File: config.mk
export PLATFORM = sky130hd
export DESIGN_NAME = rr_mux_arb_flat
export DESIGN_NICKNAME = d
export VERILOG_FILES = /design/src/rtl/rr_mux_arb_pkg.sv /design/src/rtl/rr_mux_arb_if.sv /design/src/rtl/rr_mux_arb_arbiter.sv /design/src/rtl/rr_mux_arb.sv /design/src/flat_wrapper.sv
export SDC_FILE = /design/constraint.sdc
export NUM_CORES = 1
export LEC_CHECK = 0
export CAP_MARGIN = 20
export CORE_MARGIN = 5
export CORE_UTILIZATION = 35
export DETAILED_ROUTE_END_ITERATION = 7
export PLACE_DENSITY = 0.8
export SLEW_MARGIN = 40
export SYNTH_ARGS = -nofsm -noshare
export SYNTH_HDL_FRONTEND = slang
export SYNTH_SLANG_ARGS = --single-unit
File: constraint.sdc
create_clock -name clk -period 2.6 [get_ports clk]
set_clock_uncertainty 0.05 [all_clocks]
set_input_delay 0.52 -clock clk [delete_from_list [all_inputs] [get_ports clk]]
set_output_delay 0.52 -clock clk [all_outputs]
set_load 0.01 [all_outputs]
File: src/rtl/rr_mux_arb_pkg.sv
// rr_mux_arb_pkg
//   Shared constants and helpers for the round-robin / fixed-priority
//   N:1 registered mux.
//   MODE_RR    : round-robin arbitration, search starts at the pointer
//   MODE_FIXED : fixed priority, lowest channel index wins
package rr_mux_arb_pkg;

  localparam int MODE_RR    = 0;
  localparam int MODE_FIXED = 1;

  typedef enum logic {
    ARB_ROUND_ROBIN = 1'b0,
    ARB_FIXED_PRIO  = 1'b1
  } arb_mode_e;

  // Index that follows idx in a ring of n channels.
  function automatic int next_index(input int idx, input int n);
    return (idx == n - 1) ? 0 : idx + 1;
  endfunction

endpackage

File: src/rtl/rr_mux_arb_if.sv
// rr_mux_arb_if
//   Handshake bundle between NCH producers, the arbitrating mux, and one
//   shared consumer.
//   in_valid  [NCH]        per-channel request
//   in_data   [NCH*WIDTH]  channel i at bits [i*WIDTH +: WIDTH]
//   in_ready  [NCH]        one-hot or zero grant back to the producers
//   out_valid              output register holds a word
//   out_data  [WIDTH]      registered selected word
//   out_sel   [SELW]       channel that supplied out_data
//   out_ready              consumer accepts the word
//   slave  : the mux itself
//   master : the producers/consumer environment
interface rr_mux_arb_if #(
  parameter int WIDTH = 8,
  parameter int NCH   = 4,
  parameter int SELW  = 2
) ();
  import rr_mux_arb_pkg::*;

  logic [NCH-1:0]       in_valid;
  logic [NCH*WIDTH-1:0] in_data;
  logic [NCH-1:0]       in_ready;
  logic                 out_valid;
  logic [WIDTH-1:0]     out_data;
  logic [SELW-1:0]      out_sel;
  logic                 out_ready;

  modport slave (
    input  in_valid, in_data, out_ready,
    output in_ready, out_valid, out_data, out_sel
  );

  modport master (
    output in_valid, in_data, out_ready,
    input  in_ready, out_valid, out_data, out_sel
  );

endinterface

File: src/rtl/rr_mux_arb_arbiter.sv
// rr_arbiter
//   Combinational grant over NCH requests plus the round-robin pointer.
//   clk, rst  : clock, synchronous active-high reset
//   req       : request vector
//   advance   : a transfer happens this cycle for the granted channel
//   gnt       : one-hot grant (zero when nothing requests)
//   gnt_idx   : binary index of the granted channel
//   gnt_any   : some channel is granted
//   ptr       : current round-robin start index (always 0 in fixed mode)
module rr_arbiter
  import rr_mux_arb_pkg::*;
#(
  parameter int NCH  = 4,
  parameter int SELW = 2,
  parameter int MODE = MODE_RR
) (
  input  logic            clk,
  input  logic            rst,
  input  logic [NCH-1:0]  req,
  input  logic            advance,
  output logic [NCH-1:0]  gnt,
  output logic [SELW-1:0] gnt_idx,
  output logic            gnt_any,
  output logic [SELW-1:0] ptr
);

  logic [SELW-1:0] base;
  logic [SELW:0]   cand;

  // Walk the ring starting at base; the first requesting channel wins.
  // cand is one bit wider so the wrap past NCH-1 can be detected even
  // when NCH is a power of two.
  always_comb begin
    gnt     = '0;
    gnt_idx = '0;
    gnt_any = 1'b0;
    cand    = '0;
    base    = (MODE == MODE_FIXED) ? '0 : ptr;
    for (int k = 0; k < NCH; k++) begin
      cand = {1'b0, base} + (SELW+1)'(k);
      if (cand >= (SELW+1)'(NCH)) begin
        cand = cand - (SELW+1)'(NCH);
      end
      if (!gnt_any && req[cand[SELW-1:0]]) begin
        gnt_any = 1'b1;
        gnt_idx = cand[SELW-1:0];
      end
    end
    if (gnt_any) begin
      gnt[gnt_idx] = 1'b1;
    end
  end

  // Pointer moves just past the channel that transferred; it freezes when
  // nothing transfers and never moves in fixed-priority mode.
  always_ff @(posedge clk) begin
    if (rst) begin
      ptr <= '0;
    end else if (MODE == MODE_RR && advance) begin
      ptr <= SELW'(next_index(int'(gnt_idx), NCH));
    end
  end

endmodule

File: src/rtl/rr_mux_arb.sv
// rr_mux_arb
//   N:1 registered data mux whose select comes from an internal
//   round-robin (MODE=0) or fixed-priority (MODE=1) arbiter.
//   clk  : single clock, rising edge
//   rst  : synchronous active-high reset
//   bus  : rr_mux_arb_if slave modport (in_valid/in_data/in_ready,
//          out_valid/out_data/out_sel/out_ready)
//   One word per cycle; one cycle from input transfer to out_valid.
module rr_mux_arb
  import rr_mux_arb_pkg::*;
#(
  parameter int WIDTH = 8,
  parameter int NCH   = 4,
  parameter int SELW  = 2,
  parameter int MODE  = MODE_RR
) (
  input  logic         clk,
  input  logic         rst,
  rr_mux_arb_if.slave  bus
);

  logic             load;
  logic             transfer;
  logic [NCH-1:0]   gnt;
  logic [SELW-1:0]  gnt_idx;
  logic             gnt_any;
  logic [SELW-1:0]  ptr;
  logic [WIDTH-1:0] sel_data;
  logic             out_valid_q;
  logic [WIDTH-1:0] out_data_q;
  logic [SELW-1:0]  out_sel_q;

  // The output register can take a new word when it is empty or being
  // drained this cycle, which gives full throughput with no bubble.
  // Nothing is granted or transferred while reset is asserted.
  always_comb begin
    load        = !out_valid_q || bus.out_ready;
    transfer    = load && gnt_any && !rst;
    bus.in_ready = (load && !rst) ? gnt : '0;
    sel_data    = bus.in_data[gnt_idx*WIDTH +: WIDTH];
  end

  rr_arbiter #(
    .NCH  (NCH),
    .SELW (SELW),
    .MODE (MODE)
  ) u_arb (
    .clk     (clk),
    .rst     (rst),
    .req     (bus.in_valid),
    .advance (transfer),
    .gnt     (gnt),
    .gnt_idx (gnt_idx),
    .gnt_any (gnt_any),
    .ptr     (ptr)
  );

  // Output register: capture the granted word on load, empty on load with
  // no request (data/sel keep their last values), hold under backpressure.
  always_ff @(posedge clk) begin
    if (rst) begin
      out_valid_q <= 1'b0;
      out_data_q  <= '0;
      out_sel_q   <= '0;
    end else if (load) begin
      if (gnt_any) begin
        out_valid_q <= 1'b1;
        out_data_q  <= sel_data;
        out_sel_q   <= gnt_idx;
      end else begin
        out_valid_q <= 1'b0;
      end
    end
  end

  assign bus.out_valid = out_valid_q;
  assign bus.out_data  = out_data_q;
  assign bus.out_sel   = out_sel_q;

endmodule

File: src/flat_wrapper.sv
// flat-port wrapper written by rule: the top's interface ports become plain ports
module rr_mux_arb_flat import rr_mux_arb_pkg::*;
#(
  parameter int WIDTH = 8,
  parameter int NCH   = 4,
  parameter int SELW  = 2,
  parameter int MODE  = MODE_RR
)
  (clk, rst, bus_in_valid, bus_in_data, bus_out_ready, bus_in_ready, bus_out_valid, bus_out_data, bus_out_sel);
  rr_mux_arb_if #(.WIDTH(WIDTH), .NCH(NCH), .SELW(SELW)) bus_i ();
  input  logic clk;
  input  logic rst;
  input wire logic [$bits(bus_i.in_valid)-1:0] bus_in_valid;
  input wire logic [$bits(bus_i.in_data)-1:0] bus_in_data;
  input wire logic [$bits(bus_i.out_ready)-1:0] bus_out_ready;
  output wire logic [$bits(bus_i.in_ready)-1:0] bus_in_ready;
  output wire logic [$bits(bus_i.out_valid)-1:0] bus_out_valid;
  output wire logic [$bits(bus_i.out_data)-1:0] bus_out_data;
  output wire logic [$bits(bus_i.out_sel)-1:0] bus_out_sel;
  assign bus_i.in_valid = bus_in_valid;
  assign bus_i.in_data = bus_in_data;
  assign bus_i.out_ready = bus_out_ready;
  assign bus_in_ready = bus_i.in_ready;
  assign bus_out_valid = bus_i.out_valid;
  assign bus_out_data = bus_i.out_data;
  assign bus_out_sel = bus_i.out_sel;
  rr_mux_arb #(.WIDTH(WIDTH), .NCH(NCH), .SELW(SELW), .MODE(MODE)) u_core (.clk(clk), .rst(rst), .bus(bus_i));
endmodule
## After elaboration in Yosys (flattened, before gate mapping)

Index checks and enable logic that the tools add are counted.

- Input bits: 39
- Flip-flop bits (word level): 13

- $lt $le $gt $ge: 10
- Add/subtract/negate cells: 8
- Reduce and logical (&&, ||, !) cells: 14
- Muxes and demuxes: 26
- Equality and inequality tests: 1
- Shifts and indexed selects: 1

Operator list:

| kind | number |
|---|---|
| variable part select 32 x 6 -> 8 bit | 1 |
| 2-to-1 mux 2 bit | 9 |
| < comparator 2 x 3 -> 1 bit (second input constant) | 5 |
| 2-to-1 mux 1 bit | 10 |
| greater-or-equal comparator 3 bit (second input constant) | 3 |
| binary-select mux 1 bit (select 2 bit) | 4 |
| 2-to-1 mux 4 bit | 2 |
| subtractor 2 x 1 -> 2 bit (second input constant) | 4 |
| logical AND 1 bit | 7 |
| adder 2 x 2 -> 3 bit (second input constant) | 2 |
| logical NOT 1 bit | 5 |
| adder 2 x 1 -> 3 bit (second input constant) | 1 |
| greater-or-equal comparator 2 x 3 -> 1 bit (second input constant) | 1 |
| adder 2 x 1 -> 2 bit (second input constant) | 1 |
| demux 1 bit (select 2 bit) | 1 |
| == test 2 x 1 -> 1 bit (second input constant) | 1 |
| greater-or-equal comparator 2 x 1 -> 1 bit (second input constant) | 1 |
| AND reduction 2 bit | 1 |
| logical OR 1 bit | 1 |

## Longest topological paths before layout

Gate-level depths: netlist of run 1.

- Depth after elaboration: 20
- Mapped depth: 8
- Gate-level depth less buffers: 6

## Hierarchy

A second synthesis of run 1 with hierarchy kept.

- Cells, all modules: 96
- Area, all modules: 885.8 µm²

By module, submodules not included:

| module | sequential area each (µm²) | cells each | times used | area an instance (µm²) |
|---|---|---|---|---|
| rr_mux_arb | 220.2 | 66 | 1 | 644.4 |
| rr_arbiter | 40.0 | 30 | 1 | 241.5 |

## Least setup slack after synthesis of run 1

No wires, ideal clock.

- Path type: input-to-output
- From: input port bus_in_valid[2]
- To: output port bus_in_ready[3]
- Slack: 0.377 ns
- Arrival time: 1.653 ns
- Stages: 6
- Path buffers: 1
- Cells stage by stage: mux2i_1 -> nor2_1 -> a311oi_2 -> buf_2 -> ha_1 -> and2_1

- Cells in the longest elaborated chain, start to end: 18
- Elaborated cells between the ends (all ways): 29

Ends and longest elaborated chain:

| what | line | source |
|---|---|---|
| from (decl) | flat_wrapper.sv:13 | `input wire logic [$bits(bus_i.in_valid)-1:0] bus_in_valid;` |
| binary-select mux 1 bit (select 2 bit) | rr_mux_arb_arbiter.sv:44 | `if (!gnt_any && req[cand[SELW-1:0]]) begin` |
| 2-to-1 mux 1 bit (not written as such) | rr_mux_arb_arbiter.sv:44 |  |
| 2-to-1 mux 1 bit | rr_mux_arb_arbiter.sv:44 |  |
| logical NOT 1 bit | rr_mux_arb_arbiter.sv:44 |  |
| logical AND 1 bit | rr_mux_arb_arbiter.sv:44 |  |
| 2-to-1 mux 1 bit | rr_mux_arb_arbiter.sv:44 |  |
| logical NOT 1 bit | rr_mux_arb_arbiter.sv:44 |  |
| logical AND 1 bit | rr_mux_arb_arbiter.sv:44 |  |
| [... 2 more ...] | - |  |
| logical AND 1 bit | rr_mux_arb_arbiter.sv:44 |  |
| 2-to-1 mux 2 bit | rr_mux_arb_arbiter.sv:44 |  |
| < comparator 2 x 3 -> 1 bit (not written as such) or greater-or-equal comparator 2 x 1 -> 1 bit (tied branches) | rr_mux_arb_arbiter.sv:50 | `gnt[gnt_idx] = 1'b1;` |
| logical AND 1 bit (not written as such) | rr_mux_arb_arbiter.sv:50 |  |
| 2-to-1 mux 1 bit (not written as such) | rr_mux_arb_arbiter.sv:50 |  |
| demux 1 bit (select 2 bit) | rr_mux_arb_arbiter.sv:50 |  |
| 2-to-1 mux 4 bit (*) | rr_mux_arb_arbiter.sv:49 | `if (gnt_any) begin` |
| 2-to-1 mux 4 bit (*) | rr_mux_arb.sv:39 | `bus.in_ready = (load && !rst) ? gnt : '0;` |
| to (decl) | flat_wrapper.sv:16 | `output wire logic [$bits(bus_i.in_ready)-1:0] bus_in_ready;` |

Every way passes the cells marked *; elsewhere a longest branch is shown, timed or not. The select of a mux whose other input is x is not followed.

## Final worst setup path of run 1

Same ends and word-level chain as after synthesis.

==> key figures, run 1 <==
Synthesis
  • Fraction of the mapped netlist area in simple logic gates: 0.152
  • Top-area cell type share of the netlist area: 0.329
  • Post-Syn Instances: 90
  • Post-synth EDFFs: 0
  • Compound-Gate Fraction of Synth Area: 0.297
  • Post-synthesis cell type count: 27
  • Synth Register Bits: 13
  • Ys async rst share: 0
  • Yosys top cell by area: dfxtp_1
  • Most used flip-flop cell after synthesis: dfxtp_1
  • Top post-synthesis cells by count: dfxtp_1 (13), inv_1 (10), mux2i_1 (9), nand2_1 (9)
  • YS warnings: 0
  • Register area share after synthesis: 0.329
  • Net Count, Synth: 130
  • Post-synthesis mux area share: 0.114
  • Netlist Area Pre-Place: 791 um2
  • Largest family of logic cells by synthesized area: compound AO/OA/AOI/OAI gates
  • Most frequent cell after synthesis: dfxtp_1
  • Xor/xnor cell area share of the yosys netlist: 0
  • Syn avg cell area: ~8.8 um2
  • Post-Synth Adder-Cell Area: 0.0158
  • Top post-synthesis cells by area: dfxtp_1 (33%), mux2i_1 (11%), o221ai_1 (8.9%)

Clock tree
  • CTS Root Buffer Type: clkbuf_4
  • H-tree depth: 1
  • Clock tree buffer depth: 2
  • CTS tree: built
  • Clock-pin slew on the worst setup and hold paths: 0.09 ns
  • Cts-stage hold buffer count: 0
  • Clock tree sinks: 13
  • TritonCTS Buffers: 3
  • Clock latency on the worst-skew pair: 0.28 ns

Floorplan
  • Initial Util: 0.361
  • Die width: about 58 um
  • Io pins: 54
  • Area of the die: 0.00331 mm2
  • Die Height: 57.5 um
  • Core Area: 0.00219 mm2
  • Row count: 17

Detailed routing
  • WL per Instance: 14.5 um
  • Detail Route Antenna Nets: 0
  • Via count: around 980
  • Via density: around 5.2
  • Iteration-0 DRC Markers: 19
  • Residual DRC count: 0
  • Drt first pass iters: 4
  • WL final: 2720 um

Global routing
  • First-pass GRT wire length: 4580 um
  • Largest net degree at the start of global routing: 10
  • Vias in the first global route: 1060
  • GRT Residual Overflow: 0
  • Initial antenna violation count: 0
  • Total global-route track usage: 0.176

Setup path
  • CP max stage cell: or4_4
  • Worst setup EP type: output port
  • Crit path DAT: 1.98 ns
  • Crit path depth: 7
  • CP delay by family, top: simple AND/OR/NAND/NOR gates
  • Critical path's largest stage delay: 0.45 ns
  • Crit Path Max Fanout: 4
  • Crit path buffers/inverters: 3
  • Worst Reg2Reg Path Length in Cells: 6
  • CP Cell Sequence: dlygate4sd2_1 > buf_4 > or4_4 > nand2_4 > nor2_1 > and2_1 > dlygate4sd2_1
  • CP Launch Type: input port
  • Worst setup path class: in2out
  • Worst endpoint required time: 2.03 ns
  • CP dominant cell by count: dlygate4sd2_1

Worst hold path
  • Hold path depth: 2
  • Min-Delay Path Class: reg2reg

Timing
  • Maximum clock rate: 392 MHz
  • Setup TNS: 0 ns
  • RSZ-0062 raised after global routing: yes
  • Final Setup Violations: 0
  • Min Tclk post-route: 2.55 ns
  • Final hold vios: 0
  • Worst slew margin: 0.775
  • Worst slew pin tran: 0.337 ns
  • Final Cycle Share: 0.981
  • Max Slew Vio Count: 0

Placed design
  • Input/output buffers: 53
  • DP HPWL: 2110 um
  • Cell count after placement: 181
  • Routability congestion estimate: between 0.8 and 0.9

Outcome
  • Status: finished clean

Final layout
  • Ant diodes: 0
  • FF/Latch Area: around 260 um2
  • Synth-to-Final Area Change: 89.6%
  • Fin cells: 187
  • Nets: 200
  • Multi-input logic area: just under 500 um2
  • Fillers: between 150 and 200
  • Layout cells sized above 1: 0.226

Flow run
  • Max_cap viols: 0

Power
  • Pwr/cell area: 459 mW/mm2
  • Maximum VDD drop: 0.000303 V
  • Leakage power: 0.630 nW
==> worst register-to-register path, delay by kind of cell, from the launching register on <==
| family | cells | cell delay (ns) |
|---|---|---|
| buffers and inverters | 2 | 0.27 |
| flip-flops | 1 | 0.39 |
| AND/OR/NAND/NOR | 1 | 0.52 |
| AO/OA/AOI/OAI | 3 | 0.49 |
==> power by group <==
| group | leakage, nW | total (W) | internal [W] | switching [W] |
|---|---|---|---|---|
| clock | 0.0177 | 0.000128 | 0.0000571 | 0.0000706 |
| sequential | 0.108 | 0.000251 | 0.000230 | 0.0000213 |
| combinational | 0.504 | 0.000310 | 0.000185 | 0.000125 |
==> sequential cells by signal (all words and copies together) (netlist names) <==
name,cells
u_core.bus.out_valid,1
u_core.bus.out_sel,2
u_core.bus.out_data,8
u_core.u_arb.ptr,2
==> layer usage <==
layer	part of all wire	GRT usage	wire length, um
met5	0	0	0
met4	0.021	0.0662	58
met3	0.13	0.0905	342
met2	0.47	0.292	1290
met1	0.38	0.189	1030
==> layout by cell type, fill, tap and decap left out, drive strengths merged <==
master,count
clkdlybuf4s50,45
or2b,1
clkbuf,4
inv,11
o2bb2a,1
a22oi,8
clkdlybuf4s15,3
dlygate4sd2,4
dfxtp,13
nor2,4
and2,2
ha,1
a311oi,1
or3,1
o21ai,2
clkinv,1
nand2,9
a21oi,9
nor4,1
o221ai,8
nor3,1
or4,2
buf,16
o211ai,1
nand2b,1
mux2i,9
==> through the flow <==
stage               total power (W)  utilization  area [um2]  hold slack (ns)  setup slack, ns
floorplan                  0.000385            -         791            0.408            0.377
global route               0.000727        0.684        1500            0.434          -0.0202
global placement           0.000543        0.653        1430            0.400           -0.578
finish                     0.000688        0.684        1500            0.411           0.0506
detailed placement         0.000548        0.653        1430            0.400           -0.618
CTS                        0.000688        0.681        1490            0.413           0.0172
==> cell type report <==
| type | instances | share of cell area |
|---|---|---|
| repair buffers | 69 | 0.432 |
| clock inverters | 1 | 0.00334 |
| clock buffers | 3 | 0.0150 |
| well taps | 28 | 0.0234 |
| flip-flops and latches | 13 | 0.174 |
| inverters | 11 | 0.0275 |
| multi-input cells | 62 | 0.325 |
==> final timing paths <==
| kind | from | endpoint | slack, ns |
|---|---|---|---|
| worst min register to register | u_core.bus.out_sel[1]$_SDFFE_PP0P_ | u_core.bus.out_sel[1]$_SDFFE_PP0P_ | 0.41 |
| worst max-delay path | bus_in_valid[2] | bus_in_ready[3] | 0.05 |
| worst min-delay path | u_core.bus.out_sel[1]$_SDFFE_PP0P_ | u_core.bus.out_sel[1]$_SDFFE_PP0P_ | 0.41 |
| worst max register to register | u_core.u_arb.ptr[0]$_SDFFE_PP0P_ | u_core.bus.out_data[0]$_SDFFE_PP0P_ | 0.80 |
==> kinds of logic (layout without fill, tap and decap cells) <==
logic type	Yosys count	after routing
compound gates	30	30
simple gates	22	22
buf+inv	15	84
flops	13	13
mux	9	9
fa+ha+maj	1	1
==> repair_timing <==
action                                  4_1_cts  5_1_grt
endpoints found under the setup margin        4        4
pin swaps                                     3        1
cloned                                        0        0
buffers inserted                              1        1
resized for setup                            19        4
Power figures use the tool's default switching activity.
==> run 2, diff against run 1 <==
- CORE_MARGIN: 5 -> 4
==> run 2 against run 1 <==
Register-to-register slack worse by 0.02 ns; maximum frequency is 0.54% higher; routed wire length is 4.3% lower; critical endpoint is now bus_in_ready[2].
==> key figures, run 2 (same netlist as run 1, synthesis figures left out) <==
Detailed routing
  • Drt first pass iters: 4
  • Via density: around 5.2
  • Residual DRC count: 0
  • WL per Instance: 14.0 um
  • Iteration-0 DRC Markers: 21
  • WL final: 2600 um
  • Detail Route Antenna Nets: 0
  • Via count: 964

Floorplan
  • Io pins: 54
  • Initial Util: 0.383
  • Row count: 16
  • Core Area: approximately 0.0021 mm2
  • Area of the die: 0.00308 mm2
  • Die width: around 56 um
  • Die Height: ~56 um

Timing
  • Worst slew pin tran: 0.414 ns
  • Final Setup Violations: 0
  • Maximum clock rate: 394 MHz
  • Max Slew Vio Count: 0
  • Worst slew margin: 0.724
  • Min Tclk post-route: approximately 2.5 ns
  • RSZ-0062 raised after global routing: no
  • Final worst slack: 0.0643 ns
  • Final hold vios: 0
  • Final Cycle Share: 0.975

Global routing
  • Vias in the first global route: 986
  • Largest net degree at the start of global routing: 9
  • GRT Residual Overflow: 0
  • Total global-route track usage: 0.165
  • Initial antenna violation count: 0
  • First-pass GRT wire length: approximately 4200 um

Setup path
  • Worst endpoint required time: 2.03 ns
  • Crit path DAT: 1.97 ns
  • Crit Path Max Fanout: 4
  • Worst setup EP type: output port
  • Worst setup path class: in2out
  • CP Launch Type: input port

Outcome
  • Status: finished clean

Placed design
  • Dpl ws: -0.574 ns
  • DP HPWL: between 2000 and 2500 um
  • Routability congestion estimate: 0.845
  • Input/output buffers: 53

Power
  • Leakage power: 0.612 nW
  • Maximum VDD drop: 0.000330 V
  • Pwr/cell area: 458 mW/mm2

Final layout
  • Final core utilization: 0.716
  • Nets: 199
  • Max FFs per register: 8
  • Ant diodes: 0
  • Most frequent cells in the layout: clkdlybuf4s50_1 (45), buf_4 (14), dfxtp_1 (12)
  • Most common cell after layout, fill and taps aside: clkdlybuf4s50_1
  • Layout cells sized above 1: 0.222
  • Synth-to-Final Area Change: 86.7%

Clock tree
  • Clock tree buffer depth: 2
  • TritonCTS Buffers: 3
  • CTS Root Buffer Type: clkbuf_4
  • Clock-pin slew on the worst setup and hold paths: about 0.08 ns
  • Clock latency on the worst-skew pair: 0.28 ns
  • H-tree depth: 1
  • CTS tree: built
  • Clock tree sinks: 13

Worst hold path
  • Min-Delay Path Class: reg2reg

Flow run
  • Max_cap viols: 0
## run 2: what timing repair did
action,in CTS,in global routing
pin swaps,1,3
resized for setup,16,9
hold buffers,0,0
setup endpoints to repair,4,4
buffers inserted,0,0
## run 2: critical path: stages
cell	delay (ns)
clkdlybuf4s15_2	0.22
buf_4	0.15
or4_4	0.53
nand2_2	0.11
nor2_1	0.06
nand2_1	0.10
nor2_1	0.05
clkdlybuf4s15_1	0.24
## run 2: area by class of cell
| cell class | count | area, um2 |
|---|---|---|
| fillers | 155 | 586 |
| clock buffers | 4 | 26.3 |
| flip-flops and latches | 13 | 262 |
| multi-input cells | 62 | 470 |
| well taps | 27 | 33.8 |
| repair buffers | 68 | 643 |
| inverters | 11 | 41.3 |
## run 2: stage by stage
stage	hold WS (ns)	instances	power (W)	TNS (ns)	area (um2)
3_3_place_gp	0.397	181	0.000545	-2.30	1440
3_5_place_dp	0.410	181	0.000551	-2.89	1440
2_1_floorplan	0.408	90	0.000385	0	791
5_1_grt	0.452	185	0.000709	0	1480
4_1_cts	0.421	185	0.000671	0	1470
6_report	0.414	185	0.000676	0	1480
## run 2: final timing paths
path | startpoint | endpoint | slack [ns] | cells past startpoint
worst max-delay path | bus_in_valid[1] | bus_in_ready[2] | 0.06 | 8
worst min-delay path | u_core.bus.out_sel[1]$_SDFFE_PP0P_ | u_core.bus.out_sel[1]$_SDFFE_PP0P_ | 0.41 | 2
worst max register to register | u_core.u_arb.ptr[0]$_SDFFE_PP0P_ | u_core.bus.out_data[0]$_SDFFE_PP0P_ | 0.78 | 6
worst min register to register | u_core.bus.out_sel[1]$_SDFFE_PP0P_ | u_core.bus.out_sel[1]$_SDFFE_PP0P_ | 0.41 | 2
## run 2: layer usage
metal,GRT usage,routed length (um),up-vias
met2,0.280,1200,52
met4,0.0451,17,0
met3,0.0746,313,2
met5,0,0,-
met1,0.183,1070,441
li1,-,-,469
## run 2: power breakdown
part | internal, W | leakage (nW) | total [W] | switching, W
registers | 0.000230 | 0.108 | 0.000251 | 0.0000213
clock network | 0.0000596 | 0.0150 | 0.000126 | 0.0000665
logic | 0.000179 | 0.488 | 0.000298 | 0.000120
total | 0.000468 | 0.612 | 0.000676 | 0.000207
==> run 3, diff against run 2 <==
- PLACE_DENSITY: 0.8 -> 0.79
==> run 3 against run 2 <==
Core utilization decreased by 0.061 points; via count grew 0.73%; sequential cell count is the same; count of clock-buffer cells in the layout is the same; die area is the same; global-route usage grew 2.6 points; critical endpoint is now bus_in_ready[3]; critical path depth decreased by 1; routed wire length up 7.2%; combinational power increased by 5%; clock power barely moved.
==> key figures, run 3 (same netlist as run 1, synthesis figures left out) <==
Floorplan
  • Initial Util: 0.383
  • Die Height: 55.5 um
  • Area of the die: between 0.003 and 0.004 mm2
  • Io pins: 54
  • Row count: 16
  • Core Area: 0.00206 mm2
  • Die width: 55.5 um

Detailed routing
  • Drt first pass iters: 4
  • Iteration-0 DRC Markers: 22
  • Detail Route Antenna Nets: 0
  • WL per Instance: 15.0 um
  • Residual DRC count: 0
  • Via density: 5.22
  • WL final: 2790 um
  • Via count: roughly 1000

Clock tree
  • Cts-stage hold buffer count: 0
  • Clock tree sinks: 13
  • CTS Root Buffer Type: clkbuf_4
  • H-tree depth: 1
  • TritonCTS Buffers: 3
  • CTS tree: built
  • Clock-pin slew on the worst setup and hold paths: 0.07 ns
  • Clock latency on the worst-skew pair: 0.27 ns
  • Clock tree buffer depth: 2

Global routing
  • GRT Residual Overflow: 0
  • Total global-route track usage: 0.190
  • Initial antenna violation count: 0
  • Largest net degree at the start of global routing: 11
  • Vias in the first global route: around 1100
  • First-pass GRT wire length: 4740 um

Timing
  • Worst slew pin tran: 0.311 ns
  • Worst slew margin: 0.793
  • Maximum clock rate: 404 MHz
  • Final hold vios: 0
  • Min Tclk post-route: 2.47 ns
  • Final Cycle Share: 0.952
  • RSZ-0062 raised after global routing: no
  • Worst hold slack: 0.405 ns
  • Max Slew Vio Count: 0
  • Final Setup Violations: 0

Setup path
  • Crit path DAT: 1.90 ns
  • Worst setup path class: in2out
  • CP Launch Type: input port
  • CP max stage cell: or4_4
  • CP Cell Sequence: buf_2 > buf_4 > or4_4 > nand2_2 > nor2_1 > and2_1 > dlygate4sd2_1
  • Worst setup EP type: output port
  • Worst endpoint required time: 2.03 ns
  • Crit Path Max Fanout: 7
  • Critical path's largest stage delay: 0.51 ns

Power
  • Net Sw Frac: 0.314
  • Internal: 0.000472 W
  • Leakage power: 0.626 nW
  • Pwr/cell area: about 470 mW/mm2
  • Clk network pwr share: 0.181
  • Comb power frac: 0.453
  • Reg power frac: 0.365
  • Maximum VDD drop: 0.000284 V
  • Final Total Pwr: about 0.00069 W
  • Psw: 0.000215 W

Final layout
  • Layout cells sized above 1: 0.245
  • Final core utilization: 0.715
  • Max FFs per register: 8
  • Fin cells: ~190
  • Most common cell after layout, fill and taps aside: clkdlybuf4s50_1
  • Nets: 200
  • Synth-to-Final Area Change: 86.6%
  • Most frequent cells in the layout: clkdlybuf4s50_1 (45), buf_4 (16), dfxtp_1 (12)
  • Ant diodes: 0

Flow run
  • Max_cap viols: 0

Placed design
  • DP HPWL: 2220 um
  • Routability congestion estimate: ~0.86
  • Input/output buffers: 53
  • Cell count after placement: between 150 and 200

Worst hold path
  • Min-Delay Path Class: reg2reg

Outcome
  • Status: finished clean
run 3: power by group through the flow:
stage / clock, W / sequential, W / combinational [W]
6_report: 0.000125 / 0.000251 / 0.000312
5_1_grt: 0.000139 / 0.000254 / 0.000337
4_1_cts: 0.000127 / 0.000251 / 0.000313
3_5_place_dp: 0 / 0.000253 / 0.000304
3_3_place_gp: 0 / 0.000252 / 0.000296
2_1_floorplan: 0 / 0.000260 / 0.000125
run 3: final timing paths:
check,startpoint,to,slack (ns),cells past startpoint
max,bus_in_valid[0],bus_in_ready[3],0.13,7
min,u_core.bus.out_sel[1]$_SDFFE_PP0P_,u_core.bus.out_sel[1]$_SDFFE_PP0P_,0.41,2
max reg2reg,u_core.u_arb.ptr[1]$_SDFFE_PP0P_,u_core.bus.out_data[4]$_SDFFE_PP0P_,0.65,7
min reg2reg,u_core.bus.out_sel[1]$_SDFFE_PP0P_,u_core.bus.out_sel[1]$_SDFFE_PP0P_,0.41,2
run 3: metal layers:
| layer | track usage | share of wire | vias up |
|---|---|---|---|
| met5 | 0 | 0 | - |
| met4 | 0.0729 | 0.016 | 0 |
| met3 | 0.0816 | 0.11 | 6 |
| met2 | 0.333 | 0.48 | 51 |
| met1 | 0.199 | 0.39 | 441 |
| li1 | - | - | 473 |
run 3: layout make-up:
class / count / area (um2)
Timing Repair Buffer: 69 / 628
Inverter: 11 / 41.3
Clock buffer: 4 / 26.3
Tap cell: 27 / 33.8
Fill cell: 171 / 587
Multi-Input combinational cell: 62 / 484
Sequential cell: 13 / 262
run 3: repair_timing:
action	4_1_cts	5_1_grt
hold endpoints to repair	0	0
setup endpoints to repair	4	4
setup buffers	1	0
pin swaps	3	2
gates resized for setup	21	7
run 3: through the flow:
step | setup slack (ns) | cell area (um2) | setup TNS, ns
finish | 0.126 | 1480 | 0
global route | 0.0423 | 1480 | 0
CTS | 0.0113 | 1480 | 0
detailed placement | -0.607 | 1440 | -3.67
global placement | -0.570 | 1440 | -2.88
floorplan | 0.377 | 791 | 0
run 3: worst max-delay path: cells and delay by family:
kind,cells,cell delay [ns]
AND/OR/NAND/NOR,4,0.82
buffers and inverters,3,0.55
